File: src/rtl/gravacao_pkg.sv
// gravacao_pkg: shared state encoding and default widths for the record/playback sequencer.
package gravacao_pkg;
  typedef enum logic [1:0] {
    IDLE     = 2'd0,
    REC      = 2'd1,
    PLAY_RD  = 2'd2,
    PLAY_OUT = 2'd3
  } state_t;
  localparam int DATA_W_DEF = 8;
  localparam int ADDR_W_DEF = 6;
endpackage

File: src/rtl/gravacao_rec_play_ctrl.sv
// gravacao_rec_play_ctrl: shares one single-port sample RAM between a record stream and a playback stream.
module gravacao_rec_play_ctrl
  import gravacao_pkg::*;
#(
  parameter int DATA_W = DATA_W_DEF,
  parameter int ADDR_W = ADDR_W_DEF
) (
  input  logic              clk,
  input  logic              rst,
  input  logic              cmd_rec,
  input  logic              cmd_play,
  input  logic              cmd_stop,
  input  logic              loop_en,
  input  logic              in_valid,
  input  logic [DATA_W-1:0] in_data,
  output logic              in_ready,
  output logic              out_valid,
  output logic [DATA_W-1:0] out_data,
  input  logic              out_ready,
  output logic              mem_en,
  output logic              mem_we,
  output logic [ADDR_W-1:0] mem_addr,
  output logic [DATA_W-1:0] mem_wdata,
  input  logic [DATA_W-1:0] mem_rdata,
  output logic [1:0]        state_o,
  output logic [ADDR_W:0]   rec_len,
  output logic              full
);
  state_t            state_q, state_d;
  logic [ADDR_W-1:0] ptr_q, ptr_d;
  logic [ADDR_W:0]   len_q, len_d;
  logic              full_q, full_d, valid_q, valid_d, fresh_q, fresh_d;
  logic [DATA_W-1:0] data_q, data_d;
  logic              last;

  // The RAM output register is shown directly in the first PLAY_OUT cycle, then held locally.
  assign out_data  = fresh_q ? mem_rdata : data_q;
  assign out_valid = valid_q;
  assign mem_addr  = mem_en ? ptr_q : '0;
  assign mem_wdata = mem_we ? in_data : '0;
  assign state_o   = state_q;
  assign rec_len   = len_q;
  assign full      = full_q;
  assign last      = {1'b0, ptr_q} == len_q - 1'b1;

  always_comb begin
    state_d  = state_q;
    ptr_d    = ptr_q;
    len_d    = len_q;
    full_d   = full_q;
    valid_d  = valid_q;
    fresh_d  = 1'b0;
    data_d   = out_data;
    in_ready = 1'b0;
    mem_en   = 1'b0;
    mem_we   = 1'b0;
    case (state_q)
      IDLE: begin
        if (!cmd_stop && cmd_rec) begin
          ptr_d   = '0;
          len_d   = '0;
          full_d  = 1'b0;
          state_d = REC;
        end else if (!cmd_stop && cmd_play && len_q != '0) begin
          ptr_d   = '0;
          state_d = PLAY_RD;
        end
      end
      REC: begin
        in_ready = !cmd_stop;
        if (cmd_stop) begin
          len_d   = {1'b0, ptr_q};
          state_d = IDLE;
        end else if (in_valid) begin
          mem_en = 1'b1;
          mem_we = 1'b1;
          ptr_d  = ptr_q + ADDR_W'(1);
          if (&ptr_q) begin
            len_d   = {1'b1, {ADDR_W{1'b0}}};
            full_d  = 1'b1;
            state_d = IDLE;
          end
        end
      end
      PLAY_RD: begin
        mem_en  = !cmd_stop;
        valid_d = !cmd_stop;
        fresh_d = !cmd_stop;
        state_d = cmd_stop ? IDLE : PLAY_OUT;
      end
      PLAY_OUT: begin
        if (cmd_stop) begin
          valid_d = 1'b0;
          state_d = IDLE;
        end else if (out_ready) begin
          valid_d = 1'b0;
          ptr_d   = last ? '0 : ptr_q + ADDR_W'(1);
          state_d = (last && !loop_en) ? IDLE : PLAY_RD;
        end
      end
      default: state_d = IDLE;
    endcase
  end

  always_ff @(posedge clk or posedge rst) begin
    if (rst) begin
      state_q <= IDLE;
      ptr_q   <= '0;
      len_q   <= '0;
      full_q  <= 1'b0;
      valid_q <= 1'b0;
      fresh_q <= 1'b0;
      data_q  <= '0;
    end else begin
      state_q <= state_d;
      ptr_q   <= ptr_d;
      len_q   <= len_d;
      full_q  <= full_d;
      valid_q <= valid_d;
      fresh_q <= fresh_d;
      data_q  <= data_d;
    end
  end
endmodule

File: config.mk
export PLATFORM = sky130hd
export DESIGN_NAME = gravacao_rec_play_ctrl
export DESIGN_NICKNAME = d
export VERILOG_FILES = /design/src/rtl/gravacao_pkg.sv /design/src/rtl/gravacao_rec_play_ctrl.sv
export SDC_FILE = /design/constraint.sdc
export NUM_CORES = 1
export LEC_CHECK = 0
export CAP_MARGIN = 10
export CORE_ASPECT_RATIO = 1.4
export CORE_MARGIN = 5
export CORE_UTILIZATION = 32
export CTS_BUF_LIST = sky130_fd_sc_hd__clkbuf_4 sky130_fd_sc_hd__clkbuf_8
export CTS_CLUSTER_SIZE = 10
export DETAILED_ROUTE_END_ITERATION = 7
export HOLD_SLACK_MARGIN = 0.05
export PLACE_DENSITY = 0.58
export SYNTH_ARGS = -nofsm -noshare
export SYNTH_HDL_FRONTEND = slang
export SYNTH_SLANG_ARGS = --single-unit
File: constraint.sdc
create_clock -name clk -period 3.1 [get_ports clk]
set_input_delay 0.62 -clock clk [delete_from_list [all_inputs] [get_ports clk]]
set_output_delay 0.62 -clock clk [all_outputs]
set_load 0.02 [all_outputs]
==> summary.json <==
{
  "outcome": "finished, final reports clean",
  "antenna_violating_nets_post_route": 0,
  "leakage_nw": 1.04,
  "critical_path_arrival_ps": 2320,
  "synth.yosys.seq_area_share_pct": 37.6,
  "timing.final.hold_violations": 0,
  "synth_cells": 176,
  "totalWireLength_mm": 4.81,
  "grt_first_pass_wirelength_mm": 8.00,
  "asyncSetResetFlopFracSynth_pct": 100,
  "place.port_buffers": 59,
  "timing.clock.skew_ps": 4.86,
  "dominantRegCellSynth": "dfrtp_1",
  "worst-setup-path-type": "primary input to primary output",
  "place_area_mm2": 0.00243,
  "relSlewSlack_pct": 63.1,
  "hold_path.class": "register to register",
  "antenna_violations_before_repair": 0,
  "post_cts_buffers": 0,
  "total_power_mw": 1.91,
  "grt.met1_usage_pct": 17.3,
  "top_library_cells_by_usage_in_the_layout_fill_and_taps_aside": "clkdlybuf4s50_1 (59), dfrtp_1 (26), inv_1 (14)",
  "drt_iter0_markers": 88,
  "finish.net_count": 273,
  "clkPwrFrac_pct": 15.1,
  "timing.final.crit_period_ps": 2940,
  "layout.cell_area.non_filler_mm2": 0.00251,
  "netlist-cell-type-count": 44,
  "globalRouteTotalUtil_pct": 14.2,
  "synth.ff_latch_count": 26,
  "groute.layer.met3.usage_pct": 1.24,
  "whs_ps": 504,
  "irDropWorstVdd_v": 0.000331,
  "routed-via-count": 1541,
  "cp_endpoint_kind": "primary output",
  "layout-drive-gt1-share_pct": 13.8,
  "post_synth_main_area_contributors": "dfrtp_1 (38%), ha_1 (5.8%), mux2_2 (5.2%)",
  "grt_most_used_layer": "met2",
  "post_synth_instance_area_mm2": 0.00173,
  "tightestPinTransition_ps": 550,
  "place_congestion": 0.822,
  "top_level_ports": 60,
  "setup_tns_ps": 0,
  "detail_route.first_pass.iterations": 4,
  "clock_tree.root_cell": "clkbuf_8",
  "post_cts_resize_count": 0,
  "crit_required_ps": 2480,
  "max-cap-violations": 0,
  "final_common_cell": "clkdlybuf4s50_1",
  "grt_start_max_net_pins": 27,
  "detailedPlacementHpwl_mm": 3.71,
  "starting_density_of_the_core_pct": 33.1,
  "fp.dieArea_mm2": 0.00700,
  "ctsLongestPathBuffers": 2,
  "synth_top_cell_by_area": "dfrtp_1",
  "grt.met2_usage_pct": 25.5,
  "htree_num_levels": 1,
  "tritoncts.num_buffers": 3,
  "p_seq_share_pct": 27.4,
  "std_cell_rows": 31,
  "synthToLayoutAreaGrowth_pct": 44.8,
  "num-fill-cells": 531,
  "final_cell_count_no_fill": 306,
  "synth.yosys.warnings": 0,
  "cts.clk_slew.worst_paths_ps": 90,
  "grt_setup_unrepaired": "false",
  "switching_share_pct": 41.2,
  "numClockSinks": 26,
  "drt-wirelength-per-cell_um": 15.7,
  "gr-total-overflow": 0,
  "synth_nets": 208,
  "cts_tree": "built",
  "clk_latency_ps": 270,
  "p_int_mw": 1.12,
  "cts_hold_repair.buffers": 0,
  "final_setup_violations": 0,
  "crit_path_max_fanout": 7,
  "power_frac_comb_pct": 57.5,
  "worstSetupStartpointType": "primary input",
  "vertical_extent_of_the_die_um": 97.0,
  "avgSynthCellArea_um2": 9.84,
  "antenna_cells_inserted": 0,
  "final_max_slew_violation_count": 0,
  "vias_per_cell": 5.04,
  "synth-edff-count": 0,
  "synth_top_area_share_pct": 37.6,
  "grt_pass1_vias": 1580,
  "floorplan.core_area_mm2": 0.00524,
  "final_min_period_over_clock_period_pct": 94.7,
  "p_switching_uw": 785,
  "place.detailed.instances": 302,
  "drc": 0,
  "timing.fmax_mhz": 341,
  "die_width_um": 72.2,
  "power-per-cell-area_mw_per_mm2": 761
}
-- per-stage QoR --
step	utilization [%]	setup WS (ps)
floorplan	-	702
global placement	46.5	117
detailed placement	46.5	109
CTS	47.8	104
global route	47.9	73.0
finish	47.9	164
-- area by class of cell --
| cell class | instances | area (um^2) | share of cell area [%] |
|---|---|---|---|
| clock inverters | 1 | 30.0 | 1.20 |
| repair buffers | 70 | 673 | 26.8 |
| multi-input cells | 126 | 977 | 39.0 |
| flip-flops and latches | 26 | 651 | 25.9 |
| well taps | 66 | 82.6 | 3.29 |
| clock buffers | 3 | 41.3 | 1.65 |
| inverters | 14 | 52.6 | 2.10 |
-- critical path: stages --
cell             delay (ps)
clkdlybuf4s50_1         450
buf_4                   160
nor2_1                  140
o21a_2                  210
and2_2                  140
clkdlybuf4s50_1         590
-- synth_stat cells (2+ instances only) --
cell and number:
nand2_1 3, mux2_2 8, nor4_1 2, nand4_1 2, and2_1 6, a21oi_1 5, buf_4 2, inv_1 14
and3_1 10, nor2_1 6, xor2_1 5, xnor2_1 7, mux2i_1 2, nand2b_1 3, dfrtp_1 26, clkbuf_1 5
o21a_1 2, nor4_2 2, o22ai_1 3, o21ai_0 12, nor3_1 12, a22o_1 2, nand3_1 4, nand4b_1 6
ha_1 8
-- metal layers --
layer / part of all wire, % / vias to the layer above / wire length, um
li1: - / 762 / -
met1: 42 / 745 / 2000
met2: 54 / 32 / 2590
met3: 3.5 / 2 / 169
met4: 1.1 / 0 / 54
met5: 0 / - / 0
-- final timing paths --
kind	from	to	slack (ps)	depth (start not counted)
worst min-delay path	data_q[3]	data_q[3]	500	1
min in group asynchronous	rst	rec_len[3]	690	3
worst max-delay path	cmd_stop	mem_addr[4]	160	6
worst min register to register	data_q[3]	data_q[3]	500	1
worst max register to register	state_o[1]	ptr_q[5]	690	8
max in group asynchronous	rst	ptr_q[1]	2140	3
-- cell families after synthesis --
kind of cell | Yosys count | share of synthesized area [%]
AND/OR/NAND/NOR | 62 | 23.5
AO/OA/AOI/OAI | 33 | 13.2
flip-flops | 26 | 37.6
buffers and inverters | 24 | 6.21
XOR/XNOR | 13 | 7.37
multiplexers | 10 | 6.36
adder cells (fa/ha/maj) | 8 | 5.78
-- state kept, by name, indices dropped and copies added, names as in the netlist --
register   cells
rec_len        7
data_q         8
full           1
ptr_q          6
out_valid      1
state_o        2
fresh_q        1
-- power by group through the flow --
stage / Clock (mW) / Combinational, mW / Sequential [mW]
2_1_floorplan: 0 / 0.696 / 0.523
3_3_place_gp: 0 / 1.08 / 0.527
3_5_place_dp: 0 / 1.09 / 0.532
4_1_cts: 0.297 / 1.10 / 0.524
5_1_grt: 0.304 / 1.19 / 0.540
6_report: 0.287 / 1.10 / 0.523
Power figures use the tool's default switching activity.
